==> src/rtl/tm_stim_pkg.sv <==
// Shared types and helpers for the Tsetlin Machine stimulus sequencer.
//   - state_t   : sequencer FSM states
//   - PKG_*     : default vector geometry (62 DUT bits plus one DUT reset bit)
//   - popcount  : bit count of a vector up to POP_MAX_W bits wide
package tm_stim_pkg;

  localparam int PKG_DATA_W  = 62;
  localparam int PKG_VEC_W   = PKG_DATA_W + 1;
  localparam int PKG_RST_BIT = PKG_DATA_W;

  // popcount operates on a fixed-width operand; narrower callers zero-extend
  localparam int POP_MAX_W = 256;
  localparam int POP_W     = 9;

  typedef enum logic [2:0] {
    ST_IDLE,
    ST_FETCH,
    ST_APPLY,
    ST_HOLD,
    ST_FINISH
  } state_t;

  function automatic logic [POP_W-1:0] popcount(input logic [POP_MAX_W-1:0] v);
    logic [POP_W-1:0] c;
    c = '0;
    for (int i = 0; i < POP_MAX_W; i++) begin
      c = c + POP_W'(v[i]);
    end
    return c;
  endfunction

endpackage

==> src/rtl/tm_toggle_accum.sv <==
// Output toggle accumulator.
// Keeps the previously sampled DUT output word and adds the number of bits
// that differ from it to a saturating counter whenever en is high.
//   clk, rst  : clock, asynchronous active-low reset (counter only)
//   clr       : zero the counter and capture sample as the new reference
//   en        : accumulate popcount(sample ^ prev_out), then capture sample
//   sample    : DUT output word
//   cnt       : saturating toggle count
module tm_toggle_accum
  import tm_stim_pkg::*;
#(
  parameter int DATA_W = PKG_DATA_W,
  parameter int CNT_W  = 32
) (
  input  logic              clk,
  input  logic              rst,
  input  logic              clr,
  input  logic              en,
  input  logic [DATA_W-1:0] sample,
  output logic [CNT_W-1:0]  cnt
);

  localparam int SUM_W = ((CNT_W > POP_W) ? CNT_W : POP_W) + 1;

  logic [DATA_W-1:0] prev_out;
  logic [POP_W-1:0]  flips;

  assign flips = popcount(POP_MAX_W'(sample ^ prev_out));

  // Any carry above the counter width pins the result at all-ones
  function automatic logic [CNT_W-1:0] sat_add(input logic [CNT_W-1:0] a,
                                               input logic [POP_W-1:0] b);
    logic [SUM_W-1:0] s;
    s = SUM_W'(a) + SUM_W'(b);
    if (|s[SUM_W-1:CNT_W]) return '1;
    return s[CNT_W-1:0];
  endfunction

  // Reference word: only meaningful once a run has cleared it
  always_ff @(posedge clk) begin
    if (clr || en) prev_out <= sample;
  end

  always_ff @(posedge clk or negedge rst) begin
    if (!rst) begin
      cnt <= '0;
    end else if (clr) begin
      cnt <= '0;
    end else if (en) begin
      cnt <= sat_add(cnt, flips);
    end
  end

endmodule

==> src/rtl/tm_stim_sequencer.sv <==
// Stimulus replay controller for power characterisation of Tsetlin Machine
// netlists. Reads vectors from a synchronous-read memory, drives each one onto
// the DUT inputs and DUT reset for a programmable hold, and counts DUT output
// bit toggles sampled at the end of every hold.
//   clk, rst          : clock, asynchronous active-low reset
//   start, abort      : begin a run (IDLE only) / terminate a run (any state)
//   num_vec, loop_en,
//   hold_cycles       : run configuration, captured when start is accepted
//   mem_rd_en/addr    : memory read strobe and address
//   mem_rdata         : memory word, {dut reset bit, dut inputs}, 1-cycle latency
//   dut_in, dut_rst   : registered DUT stimulus (dut_rst active-high)
//   dut_out           : DUT response
//   busy, done        : run in progress / one-cycle completion pulse
//   vec_idx           : index of the vector currently applied
//   toggle_cnt        : saturating output toggle count
module tm_stim_sequencer
  import tm_stim_pkg::*;
#(
  parameter int DATA_W = PKG_DATA_W,
  parameter int VEC_W  = DATA_W + 1,
  parameter int DEPTH  = 1000,
  parameter int ADDR_W = 10,
  parameter int HOLD_W = 8,
  parameter int CNT_W  = 32
) (
  input  logic              clk,
  input  logic              rst,
  input  logic              start,
  input  logic              abort,
  input  logic [ADDR_W:0]   num_vec,
  input  logic              loop_en,
  input  logic [HOLD_W-1:0] hold_cycles,
  output logic              mem_rd_en,
  output logic [ADDR_W-1:0] mem_addr,
  input  logic [VEC_W-1:0]  mem_rdata,
  output logic [DATA_W-1:0] dut_in,
  output logic              dut_rst,
  input  logic [DATA_W-1:0] dut_out,
  output logic              busy,
  output logic              done,
  output logic [ADDR_W-1:0] vec_idx,
  output logic [CNT_W-1:0]  toggle_cnt
);

  localparam int              RST_BIT = VEC_W - 1;
  localparam logic [ADDR_W:0] DEPTH_L = (ADDR_W+1)'(DEPTH);
  localparam logic [ADDR_W:0] ONE_L   = (ADDR_W+1)'(1);

  state_t              state, state_nx;
  logic [ADDR_W-1:0]   idx;
  logic [ADDR_W:0]     nv_lat;
  logic                loop_lat;
  logic [HOLD_W-1:0]   hold_lat;
  logic [HOLD_W-1:0]   hold_cnt;
  logic                start_acc;
  logic                hold_last;
  logic                last_vec;
  logic                acc_en;

  function automatic logic [ADDR_W:0] clamp_num(input logic [ADDR_W:0] n);
    return (n > DEPTH_L) ? DEPTH_L : n;
  endfunction

  function automatic logic [HOLD_W-1:0] hold_norm(input logic [HOLD_W-1:0] h);
    return (h == '0) ? HOLD_W'(1) : h;
  endfunction

  assign start_acc = (state == ST_IDLE) && start && !abort;
  assign hold_last = (hold_cnt <= HOLD_W'(1));
  assign last_vec  = ({1'b0, idx} == (nv_lat - ONE_L));
  assign acc_en    = (state == ST_HOLD) && hold_last && !abort;
  // idx is always below the clamped vector count, so the address stays in range
  assign mem_addr  = idx;

  always_ff @(posedge clk or negedge rst) begin
    if (!rst) state <= ST_IDLE;
    else      state <= state_nx;
  end

  always_comb begin
    state_nx  = state;
    mem_rd_en = 1'b0;
    busy      = 1'b0;
    done      = 1'b0;
    case (state)
      ST_IDLE: begin
        if (start) state_nx = (num_vec == '0) ? ST_FINISH : ST_FETCH;
      end
      ST_FETCH: begin
        mem_rd_en = 1'b1;
        busy      = 1'b1;
        state_nx  = ST_APPLY;
      end
      ST_APPLY: begin
        busy     = 1'b1;
        state_nx = ST_HOLD;
      end
      ST_HOLD: begin
        busy = 1'b1;
        if (hold_last) state_nx = (last_vec && !loop_lat) ? ST_FINISH : ST_FETCH;
      end
      ST_FINISH: begin
        done     = 1'b1;
        state_nx = ST_IDLE;
      end
      default: state_nx = ST_IDLE;
    endcase
    // abort overrides every transition, including a simultaneous start
    if (abort) state_nx = ST_IDLE;
  end

  // Run control: configuration capture, vector index, hold countdown
  always_ff @(posedge clk or negedge rst) begin
    if (!rst) begin
      idx      <= '0;
      nv_lat   <= '0;
      loop_lat <= 1'b0;
      hold_lat <= HOLD_W'(1);
      hold_cnt <= HOLD_W'(1);
    end else if (!abort) begin
      if (start_acc) begin
        idx      <= '0;
        nv_lat   <= clamp_num(num_vec);
        loop_lat <= loop_en;
        hold_lat <= hold_norm(hold_cycles);
      end
      if (state == ST_APPLY) begin
        hold_cnt <= hold_lat;
      end else if (state == ST_HOLD && !hold_last) begin
        hold_cnt <= hold_cnt - HOLD_W'(1);
      end
      if (state == ST_HOLD && hold_last && !(last_vec && !loop_lat)) begin
        idx <= last_vec ? '0 : idx + ADDR_W'(1);
      end
    end
  end

  // Memory word -> DUT stimulus; DUT goes back into reset when a run ends
  always_ff @(posedge clk or negedge rst) begin
    if (!rst) begin
      dut_in  <= '0;
      dut_rst <= 1'b1;
      vec_idx <= '0;
    end else if (abort || state_nx == ST_FINISH) begin
      dut_rst <= 1'b1;
    end else if (state == ST_APPLY) begin
      dut_rst <= mem_rdata[RST_BIT];
      dut_in  <= mem_rdata[DATA_W-1:0];
      vec_idx <= idx;
    end
  end

  tm_toggle_accum #(
    .DATA_W (DATA_W),
    .CNT_W  (CNT_W)
  ) u_toggle_accum (
    .clk    (clk),
    .rst    (rst),
    .clr    (start_acc),
    .en     (acc_en),
    .sample (dut_out),
    .cnt    (toggle_cnt)
  );

endmodule

==> config.mk <==
export PLATFORM = sky130hd
export DESIGN_NAME = tm_stim_sequencer
export DESIGN_NICKNAME = d
export VERILOG_FILES = /design/src/rtl/tm_stim_pkg.sv /design/src/rtl/tm_toggle_accum.sv /design/src/rtl/tm_stim_sequencer.sv
export SDC_FILE = /design/constraint.sdc
export NUM_CORES = 1
export LEC_CHECK = 0
export CORE_MARGIN = 1
export CORE_UTILIZATION = 47
export CTS_CLUSTER_DIAMETER = 30
export CTS_CLUSTER_SIZE = 25
export DETAILED_ROUTE_END_ITERATION = 10
export PLACE_DENSITY_LB_ADDON = 0.08
export SYNTH_ARGS = -nofsm -noshare
export SYNTH_HDL_FRONTEND = slang
export SYNTH_SLANG_ARGS = --single-unit
==> constraint.sdc <==
create_clock -name clk -period 15.4 [get_ports clk]
set_input_delay 3.08 -clock clk [delete_from_list [all_inputs] [get_ports clk]]
set_output_delay 3.08 -clock clk [all_outputs]
set_load 0.02 [all_outputs]
==> results of run 1 <==
==> stage by stage <==
stage | area, um2 | hold slack [ns]
after floorplan | 10800 | 0.446
after global placement | 13800 | 0.464
after detailed placement | 13800 | 0.464
after CTS | 15500 | 0.482
after global routing | 15500 | 0.495
final | 15500 | 0.482
==> worst max path at each step <==
stage	end	slack, ns	depth (start not counted)
floorplan	u_toggle_accum.cnt[20]$_DFFE_PN0P_	5.11	29
global placement	u_toggle_accum.cnt[29]$_DFFE_PN0P_	3.93	25
detailed placement	u_toggle_accum.cnt[29]$_DFFE_PN0P_	3.72	25
CTS	u_toggle_accum.cnt[29]$_DFFE_PN0P_	4.28	25
global route	u_toggle_accum.cnt[15]$_DFFE_PN0P_	3.77	25
finish	u_toggle_accum.cnt[29]$_DFFE_PN0P_	4.31	25
==> metal layers <==
layer  routed length, um  vias up  GRT usage [%]  share of wire, %
li1                    -     3737              -                 -
met3                2120       45           7.10               8.2
met2               12400      266           36.9                48
met1               10600     3834           28.4                41
met5                   0        -              0                 0
met4                 579        0           7.05               2.2
==> cell usage after synthesis (29+ instances only) <==
master	n	area share (%)
inv_1	64	2.2
nand2_1	60	2.1
o21ai_0	38	1.8
xor2_1	40	3.2
dfrtp_1	143	33
edfxtp_1	62	17
mux2_2	73	7.6
xnor2_1	45	3.6
nor3_1	29	1.3
a21oi_1	36	1.7
fa_1	53	9.8
nor2_1	44	1.5
==> cells in the final DEF, fill, tap and decap left out, types with 4 or more instances in the layout <==
| master | Yosys | final |
|---|---|---|
| xnor2_1 | 45 | 45 |
| nand2_1 | 60 | 59 |
| nand4_1 | 11 | 11 |
| clkdlybuf4s50_1 | 0 | 265 |
| a21oi_1 | 36 | 36 |
| nor4_1 | 6 | 6 |
| and2_1 | 4 | 4 |
| a211oi_1 | 10 | 10 |
| nor3_1 | 29 | 29 |
| ha_1 | 27 | 27 |
| clkbuf_8 | 0 | 8 |
| edfxtp_1 | 62 | 62 |
| a21o_1 | 5 | 5 |
| clkinv_2 | 0 | 10 |
| bufinv_16 | 0 | 6 |
| and3_1 | 8 | 8 |
| nand3_1 | 13 | 13 |
| clkbuf_1 | 22 | 8 |
| o21ai_0 | 38 | 38 |
| fa_1 | 53 | 53 |
| a311oi_1 | 7 | 7 |
| clkinvlp_4 | 0 | 4 |
| buf_4 | 0 | 7 |
| a31oi_1 | 13 | 13 |
| clkbuf_16 | 0 | 49 |
| mux2_2 | 73 | 73 |
| nor2b_1 | 5 | 5 |
| xor2_1 | 40 | 40 |
| inv_1 | 64 | 64 |
| o21bai_1 | 4 | 4 |
| dfrtp_1 | 143 | 143 |
| nor2_1 | 44 | 44 |
==> cell type report <==
class | count | area (um2) | share of cell area [%]
timing repair buffer | 273 | 2720 | 17.5
tap | 285 | 357 | 2.30
sequential | 208 | 5520 | 35.6
clock inverter | 27 | 354 | 2.28
inverter | 64 | 240 | 1.55
multi-input combinational | 588 | 4950 | 31.9
clock buffer | 65 | 1370 | 8.81
==> state kept, by name, indices dropped and copies added, names as in the netlist, 8 cells and up <==
name / count
hold_lat: 8
dut_in: 62
nv_lat: 11
vec_idx: 10
mem_addr: 10
u_toggle_accum.prev_out: 62
u_toggle_accum.cnt: 32
hold_cnt: 8
==> cells by family (layout without fill, tap and decap cells) <==
| kind of cell | after synthesis | in the layout |
|---|---|---|
| AO/OA/AOI/OAI | 141 | 141 |
| XOR/XNOR | 85 | 85 |
| adder cells (fa/ha/maj) | 80 | 80 |
| buffers and inverters | 90 | 429 |
| flip-flops | 208 | 208 |
| multiplexers | 75 | 75 |
| AND/OR/NAND/NOR | 207 | 207 |
==> worst register-to-register path, delay by kind of cell, from the launching register on <==
kind	cells	cell delay (ns)
XOR/XNOR	1	0.19
AND/OR/NAND/NOR	3	1.24
flip-flops	1	0.38
adder cells (fa/ha/maj)	11	5.27
AO/OA/AOI/OAI	7	1.15
buffers and inverters	2	0.12
==> summary.md, run 1 <==
| Metric | Value |
|---|---|
| Outcome | complete, no violations |
| Rows | 55 |
| Share of cells above drive strength 1 | between 10 and 15% |
| First-pass GRT wire length | around 42000 um |
| # Post-CTS Setup Buffers | 0 |
| Via/cell ratio | roughly 5.2 |
| CP required | between 15 and 20 ns |
| Placed Instances | about 1400 |
| Vias | 7882 |
| CP Buf/Inv Count | 3 |
| Slowest CP cell | nor3_1 |
| Post-cts resize count | 0 |
| Max_cap viols | 0 |
| Post-CTS Hold Buffers | 0 |
| First-pass DRT Iterations | 5 |
| Ports | around 270 |
| Syn Inst Count | about 890 |
| Beginning of the worst hold path | hold_lat[3]$_DFFE_PN0P_ |
| Sequential cell area fraction in the yosys report | 51.1% |
| Detailed Route WL | between 20000 and 30000 um |
| Crit-path max cell delay | between 0.9 and 1 ns |
| Utilization after layout | slightly below 70% |
| DR WL/cell | approximately 17 um |
| HPWL Detailed | 18300 um |
| Final setup vio count | 0 |
| Clock transition at path regs | approximately 0.040 ns |
| Die H | around 150 um |
| Primary FF master, synth | dfrtp_1 |
| Clock Latency Late Sink | roughly 0.54 ns |
| Syn_area_per_cell | 12.2 um2 |
| Total Routing Usage GR | around 22% |
| Most used cell, CP | fa_1 |
| Reg-to-Reg Start | u_toggle_accum.prev_out[2]$_DFFE_PP_ |
| Synthesized net count | about 1100 |
| Starting Density | around 48% |
| Worst-path maximum fanout | 11 |
| Setup CP Type | primary input to flip-flop |
| I/O Buffers | roughly 270 |
| Largest family of logic cells by synthesized area | adder cells |
| TritonCTS Buffers | 49 |
| Worst Hold End | hold_lat[3]$_DFFE_PN0P_ |
| Yosys cell types | 66 |
| Fin crit share | roughly 70% |
| CTS root buf | clkbuf_16 |
| Antenna diodes | 0 |
| XOR/XNOR share of the synthesized area | between 6 and 7% |
| Initial antenna violation count | 0 |
| Rel. slew slack | about a fifth |
| Fraction of registers with async set or reset after synthesis | 70.2% |
| Clock Skews | around 0.03 ns |
| H-Tree Depth | 2 |
| Fillers | between 1500 and 2000 |
| Worst Reg-to-Reg Cells | 24 |
| Nets | between 1000 and 1500 |
| Crit. End Element | flip-flop |
| Number of flops mapped to enable cells by yosys | 62 |
| CTS tree | yes |
| Area growth from synthesis to layout | 43.4% |
| Crit path max-delay family | adder cells |
| Post-Syn Area | 0.0108 mm2 |
| Final TNS setup | 0 ns |
| ANT nets after route | 0 |
| CP Launch Point | dut_out[3] |
| # DRC | 0 |
| Gr ovfl total | 0 |
| Place WS | about 3.7 ns |
| Vias in the first global route | around 8300 |
| Yosys warning total | 0 |
| Clk sink count | around 210 |
| Die Footprint | 0.0236 mm2 |
| Pins over their slew limit | 0 |
| Initial drt markers | approximately 390 |
| Minimum clock period after layout | roughly 11 ns |
| Synthesized flop and latch total | 208 |
| Fin worst setup slack | ~4.3 ns |
| Non-Filler Instances | approximately 1500 |
| Longest Clk Path Bufs | 3 |
| Worst reg2reg endpoint | u_toggle_accum.cnt[29]$_DFFE_PN0P_ |
| Slew @ Worst Pin | between 1 and 1.5 ns |
| Synth Area in Compound Gates | 8.44% |
| Endpoints failing hold | 0 |
| Setup crit start kind | primary input |
| RSZ-0062 raised after global routing | false |
| Worst Path Arrival | around 12 ns |
| Die Wd | between 150 and 200 um |
| Placer Congestion | slightly above 0.8 |
| Multiplexer area fraction after synthesis | 7.79% |
| Post-Synth Adder-Cell Area | roughly an eighth |
| R2R Setup Slk | 6.93 ns |
| Core box area | around 0.023 mm2 |
| Largest net degree at the start of global routing | between 80 and 90 |
| Worst min path class | flip-flop to flip-flop |
| Basic-gate share of the synthesized area counting and, or, nand and nor cells | under 10% |
| Worst hold stages | 2 |
| Max frequency | around 0.09 GHz |
Power of run 1 is left out: the tool's default activity adds up to more than one toggle a clock period on the data nets, which glitch-free logic cannot reach.
==> run 2: changes to the inputs <==
--- a/config.mk
+++ b/config.mk
@@ -6,7 +6,7 @@
 export NUM_CORES = 1
 export LEC_CHECK = 0
 export CORE_MARGIN = 1
-export CORE_UTILIZATION = 47
+export CORE_UTILIZATION = 45
 export CTS_CLUSTER_DIAMETER = 30
 export CTS_CLUSTER_SIZE = 25
 export DETAILED_ROUTE_END_ITERATION = 10
==> constraint.sdc (replaced) <==
create_clock -name clk -period 8.95 [get_ports clk]
set_input_delay 1.79 -clock clk [delete_from_list [all_inputs] [get_ports clk]]
set_output_delay 1.79 -clock clk [all_outputs]
set_load 0.02 [all_outputs]
==> summary.md, run 2 (same netlist as run 1, synthesis figures left out) <==
| Metric | Value |
|---|---|
| TritonCTS Buffers | 51 (was 49) |
| Pins over their slew limit | 0 (unchanged) |
| FF/Latch Area | 0.00552 mm2 (unchanged) |
| DR WL/cell | 16.6 um (was 17.1 um) |
| Vias in the first global route | 8292 (was 8283) |
| Finished Cell Area | 0.0163 mm2 (was 0.0155 mm2) |
| HPWL Detailed | 18700 um (was 18300 um) |
| Clk sink count | 208 (unchanged) |
| Longest Clk Path Bufs | 3 (unchanged) |
| Nets | 1452 (was 1413) |
| Clock Latency Late Sink | 0.54 ns (about the same) |
| Most common cell after layout, fill and taps aside | clkdlybuf4s50_1 (unchanged) |
| Die Wd | 157 um (was 154 um) |
| Die H | 157 um (was 154 um) |
| Fillers | 1749 (was 1678) |
| Area growth from synthesis to layout | 51.2% (was 43.4%) |
| Crit path max-delay family | adder cells (unchanged) |
| CP Buf/Inv Count | 7 (was 3) |
| Core box area | 0.0235 mm2 (was 0.0226 mm2) |
| Rel. slew slack | 37.8% (was 21.3%) |
| Clock transition at path regs | 0.05 ns (was 0.04 ns) |
| Most frequent cells in the layout | 238 x clkdlybuf4s50_1, 143 x dfrtp_1, 73 x mux2_2, 64 x inv_1, 62 x edfxtp_1 (was 265 x clkdlybuf4s50_1, 143 x dfrtp_1, 73 x mux2_2, 64 x inv_1, 62 x edfxtp_1) |
| Largest regs | dut_in (62), u_toggle_accum.prev_out (62), u_toggle_accum.cnt (32) (unchanged) |
| Setup CP Type | primary input to flip-flop (unchanged) |
| Utilization after layout | 69.4% (was 68.7%) |
| Worst-path maximum fanout | 3 (was 11) |
| Share of cells above drive strength 1 | 21.5% (was 14.9%) |
| Outcome | complete, no violations (unchanged) |
| Placed Instances | 1483 (was 1418) |
| CTS tree | yes (unchanged) |
| Detailed Route WL | 26400 um (was 25800 um) |
| Gr ovfl total | 0 (unchanged) |
| Worst min path class | flip-flop to flip-flop (unchanged) |
| Final setup vio count | 0 (unchanged) |
| Ports | 267 (unchanged) |
| Max frequency | around 0.11 GHz |
| Slew @ Worst Pin | 0.934 ns (was 1.17 ns) |
| Via/cell ratio | 5.07 (was 5.22) |
| First-pass GRT wire length | 42100 um (was 42400 um) |
| CP required | 9.37 ns (was 15.83 ns) |
| Initial drt markers | 394 (was 386) |
| I/O Buffers | 266 (unchanged) |
| Vias | 8054 (was 7882) |
| Clock Skews | 0.0122 ns (was 0.0294 ns) |
| Slowest CP cell | fa_1 (was nor3_1) |
| H-Tree Depth | 2 (unchanged) |
| Setup crit start kind | primary input (unchanged) |
| Placer Congestion | 0.811 (was 0.809) |
| Crit. End Element | flip-flop (unchanged) |
| Most used cell, CP | fa_1 (unchanged) |
| Starting Density | 45.9% (was 47.9%) |
| Largest net degree at the start of global routing | 87 (was 81) |
| Max_cap viols | 0 (unchanged) |
| Endpoints failing hold | 0 (unchanged) |
| Final TNS setup | 0 ns (unchanged) |
| Initial antenna violation count | 2 (was 0) |
| Total Routing Usage GR | 21.8% (was 22.5%) |
| Die Footprint | 0.0246 mm2 (was 0.0236 mm2) |
| Post-CTS Hold Buffers | 0 (unchanged) |
| Rows | 56 (was 55) |
| Non-Filler Instances | 1587 (was 1510) |
| Fin crit share | 97.4% |
| Worst Path Arrival | 9.14 ns (was 11.52 ns) |
| Area of the multi-input gates | 0.00528 mm2 (was 0.00495 mm2) |
| ANT nets after route | 0 (unchanged) |
| Minimum clock period after layout | around 8.7 ns |
| First-pass DRT Iterations | 5 (unchanged) |
| Post-Place Cell Area | 0.0141 mm2 (was 0.0138 mm2) |
| Crit-path max cell delay | 0.54 ns (was 0.95 ns) |
| # DRC | 0 (unchanged) |
| CTS root buf | clkbuf_16 (unchanged) |
==> run 2: layer usage <==
metal / wire length (um) / vias up / track usage (%)
li1: - / 3814 / -
met2: 12600 / 259 / 35.1
met1: 11100 / 3951 / 27.5
met3: 2330 / 30 / 8.23
met4: 352 / 0 / 5.65
met5: 0 / - / 0
==> run 2: metrics by stage <==
step	hold slack (ns)	setup WS, ns
2_1_floorplan	0.446	0.00338
3_3_place_gp	0.468	-0.783
3_5_place_dp	0.471	-0.949
4_1_cts	0.477	0.00924
5_1_grt	0.508	-0.0444
6_report	0.475	0.229
==> run 2: worst register-to-register path, stage by stage, from the launching register on <==
cell,delay [ns]
edfxtp_1,0.41
xnor2_2,0.17
fa_1,0.53
inv_1,0.06
fa_1,0.49
inv_1,0.05
fa_1,0.51
fa_1,0.50
inv_1,0.05
fa_1,0.48
fa_1,0.54
inv_1,0.05
fa_1,0.49
fa_1,0.44
fa_2,0.43
fa_2,0.37
buf_4,0.14
xnor2_1,0.11
ha_1,0.29
buf_4,0.12
a21oi_2,0.06
o21bai_1,0.32
a21boi_4,0.12
or3_4,0.40
buf_4,0.16
nor3b_4,0.19
nor3_1,0.08
==> run 2: timing repair <==
| item | CTS | global route |
|---|---|---|
| setup buffers | 2 | 3 |
| setup endpoints to repair | 32 | 32 |
| resized for setup | 20 | 74 |
| pin swaps | 14 | 38 |
| gates cloned | 0 | 1 |
==> run 2: path summary, 6_finish.rpt <==
kind	start	end	slack, ns	cells past startpoint
hold reg to reg	hold_lat[0]$_DFFE_PN1P_	hold_cnt[0]$_DFFE_PN1P_	0.48	2
max in group asynchronous	rst	dut_in[26]$_DFFE_PN0P_	6.34	2
hold / removal	hold_lat[0]$_DFFE_PN1P_	hold_cnt[0]$_DFFE_PN1P_	0.48	2
setup / recovery	dut_out[41]	u_toggle_accum.cnt[25]$_DFFE_PN0P_	0.23	26
min in group asynchronous	rst	hold_cnt[5]$_DFFE_PN0P_	1.32	1
setup reg to reg	u_toggle_accum.prev_out[31]$_DFFE_PP_	u_toggle_accum.cnt[25]$_DFFE_PN0P_	1.25	26
==> run 2: layout make-up <==
cell class / count / area share [%]
Sequential cell: 208 / 33.8
Multi-Input combinational cell: 588 / 32.3
Timing Repair Buffer: 310 / 18.7
Clock buffer: 66 / 8.58
Inverter: 64 / 1.47
Clock inverter: 30 / 2.70
Tap cell: 319 / 2.44
Antenna cell: 2 / 0.0306
Power of run 2 is left out for the same reason.
==> run 3: changes to the inputs <==
--- a/config.mk
+++ b/config.mk
@@ -11,6 +11,7 @@
 export CTS_CLUSTER_SIZE = 25
 export DETAILED_ROUTE_END_ITERATION = 10
 export PLACE_DENSITY_LB_ADDON = 0.08
+export SETUP_SLACK_MARGIN = 0.05
 export SYNTH_ARGS = -nofsm -noshare
 export SYNTH_HDL_FRONTEND = slang
 export SYNTH_SLANG_ARGS = --single-unit
==> summary.md, run 3 (same netlist as run 1, synthesis figures left out) <==
| Metric | Value |
|---|---|
| Outcome | complete, no violations (unchanged) |
| First-pass GRT wire length | 42000 um (was 42100 um) |
| Worst reg2reg endpoint | u_toggle_accum.cnt[31]$_DFFE_PN0P_ (was u_toggle_accum.cnt[25]$_DFFE_PN0P_) |
| HPWL Detailed | 18400 um (was 18700 um) |
| Rel. slew slack | 36.1% (was 37.8%) |
| Initial antenna violation count | 2 (unchanged) |
| Nets | 1451 (was 1452) |
| Total Routing Usage GR | 21.6% (was 21.8%) |
| Largest regs | dut_in (62), u_toggle_accum.prev_out (62), u_toggle_accum.cnt (32) (unchanged) |
| Reg-to-Reg Start | u_toggle_accum.prev_out[45]$_DFFE_PP_ (was u_toggle_accum.prev_out[31]$_DFFE_PP_) |
| Utilization after layout | 68.7% (was 69.4%) |
| Max frequency | 0.115 GHz (about the same) |
| I/O Buffers | 266 (unchanged) |
| First-pass DRT Iterations | 4 (was 5) |
| Fin crit share | 97.4% (about the same) |
| Beginning of the worst hold path | hold_lat[1]$_DFFE_PN0P_ (was hold_lat[0]$_DFFE_PN1P_) |
| CTS tree | yes (unchanged) |
| Area growth from synthesis to layout | 49.6% (was 51.2%) |
| Clock transition at path regs | 0.05 ns (about the same) |
| DR WL/cell | 16.7 um (was 16.6 um) |
| RSZ-0062 raised after global routing | true |
| Starting Density | 45.9% (unchanged) |
| Longest Clk Path Bufs | 3 (unchanged) |
| Place WS | -0.896 ns (was -0.949 ns) |
| Die H | 157 um (unchanged) |
| Worst hold stages | 2 (unchanged) |
| Core box area | 0.0235 mm2 (unchanged) |
| Crit. End Element | flip-flop (unchanged) |
| Worst Reg-to-Reg Cells | 29 (was 26) |
| Ports | 267 (unchanged) |
| Non-Filler Instances | 1578 (was 1587) |
| Worst Hold End | hold_lat[1]$_DFFE_PN0P_ (was hold_cnt[0]$_DFFE_PN1P_) |
| Slowest CP cell | fa_1 (unchanged) |
| Largest net degree at the start of global routing | 92 (was 87) |
| Worst-path maximum fanout | 6 (was 3) |
| CP required | 9.38 ns (was 9.37 ns) |
| Die Wd | 157 um (unchanged) |
| Placer Congestion | 0.868 (was 0.811) |
| Clock Skews | 0.0275 ns (was 0.0122 ns) |
| Pins over their slew limit | 0 (unchanged) |
| TritonCTS Buffers | 48 (was 51) |
| Die Footprint | 0.0246 mm2 (unchanged) |
| CTS root buf | clkbuf_16 (unchanged) |
| Endpoints failing hold | 0 (unchanged) |
| Final TNS setup | 0 ns (unchanged) |
| ANT nets after route | 0 (unchanged) |
| Worst Path Arrival | 9.15 ns (was 9.14 ns) |
| Fin worst setup slack | 0.232 ns (was 0.229 ns) |
| H-Tree Depth | 2 (unchanged) |
| Via/cell ratio | 5.10 (was 5.07) |
| Rows | 56 (unchanged) |
| Setup CP Type | primary input to flip-flop (unchanged) |
| Most frequent cells in the layout | 238 x clkdlybuf4s50_1, 143 x dfrtp_1, 73 x mux2_2, 62 x edfxtp_1, 59 x inv_1 (was 238 x clkdlybuf4s50_1, 143 x dfrtp_1, 73 x mux2_2, 64 x inv_1, 62 x edfxtp_1) |
| Slew @ Worst Pin | 0.958 ns (was 0.934 ns) |
| Minimum clock period after layout | 8.72 ns (about the same) |
| Placed Instances | 1483 (unchanged) |
| Detailed Route WL | 26300 um (was 26400 um) |
| Crit-path max cell delay | 0.57 ns (was 0.54 ns) |
| Clk sink count | 208 (unchanged) |
| Setup crit start kind | primary input (unchanged) |
| # DRC | 0 (unchanged) |
| Gr ovfl total | 0 (unchanged) |
| Final setup vio count | 0 (unchanged) |
| Worst min path class | flip-flop to flip-flop (unchanged) |
| Vias | 8046 (was 8054) |
| Most used cell, CP | fa_1 (unchanged) |
| Max_cap viols | 0 (unchanged) |
| Initial drt markers | 451 (was 394) |
| Share of cells above drive strength 1 | 22.3% (was 21.5%) |
| Most common cell after layout, fill and taps aside | clkdlybuf4s50_1 (unchanged) |
| R2R Setup Slk | 1.13 ns (was 1.25 ns) |
| Clock Latency Late Sink | 0.53 ns (was 0.54 ns) |
| Vias in the first global route | 8137 (was 8292) |
-- run 3: worst max path at each step --
stage	start	end	slack, ns	depth (start not counted)
floorplan	dut_out[31]	u_toggle_accum.cnt[24]$_DFFE_PN0P_	0.06	29
global placement	dut_out[31]	u_toggle_accum.cnt[30]$_DFFE_PN0P_	-0.75	28
detailed placement	dut_out[31]	u_toggle_accum.cnt[30]$_DFFE_PN0P_	-0.90	29
CTS	dut_out[51]	u_toggle_accum.cnt[22]$_DFFE_PN0P_	0.06	29
global route	dut_out[47]	u_toggle_accum.cnt[31]$_DFFE_PN0P_	-0.15	30
finish	dut_out[45]	u_toggle_accum.cnt[31]$_DFFE_PN0P_	0.23	30
-- run 3: per-layer routing --
layer,part of all wire [%],track usage (%),wire (um),up-vias
li1,-,-,-,3795
met1,42,28.0,11100,3944
met2,47,33.9,12400,254
met3,8.2,7.13,2170,53
met4,2.4,7.66,631,0
met5,0,0,0,-
-- run 3: layout make-up --
cell class / count / area [um2]
inverter: 64 / 240
tap: 319 / 399
multi-input combinational: 589 / 5330
antenna: 1 / 2.50
clock inverter: 27 / 288
sequential: 208 / 5520
fill: 1776 / 7370
clock buffer: 59 / 1330
timing repair buffer: 311 / 3070
-- run 3: what timing repair did --
item                       4_1_cts  5_1_grt
gates cloned                     1        1
hold buffers                     0        0
setup buffers                    3        3
setup endpoints to repair       32       32
gates resized for setup         38       81
pin swaps                       32       64
-- run 3: per-stage QoR --
stage	hold WS (ns)	cell area, um2
finish	0.483	16200
global route	0.508	16200
CTS	0.485	15900
detailed placement	0.473	14100
global placement	0.468	14100
floorplan	0.446	10800
-- run 3: worst max-delay path: cells and delay by family --
family	cells	cell delay, ns
simple gates	3	0.49
compound gates	7	0.95
fa+ha+maj	11	5.12
buf+inv	8	0.67
xor+xnor	1	0.13
Power of run 3 is left out for the same reason.
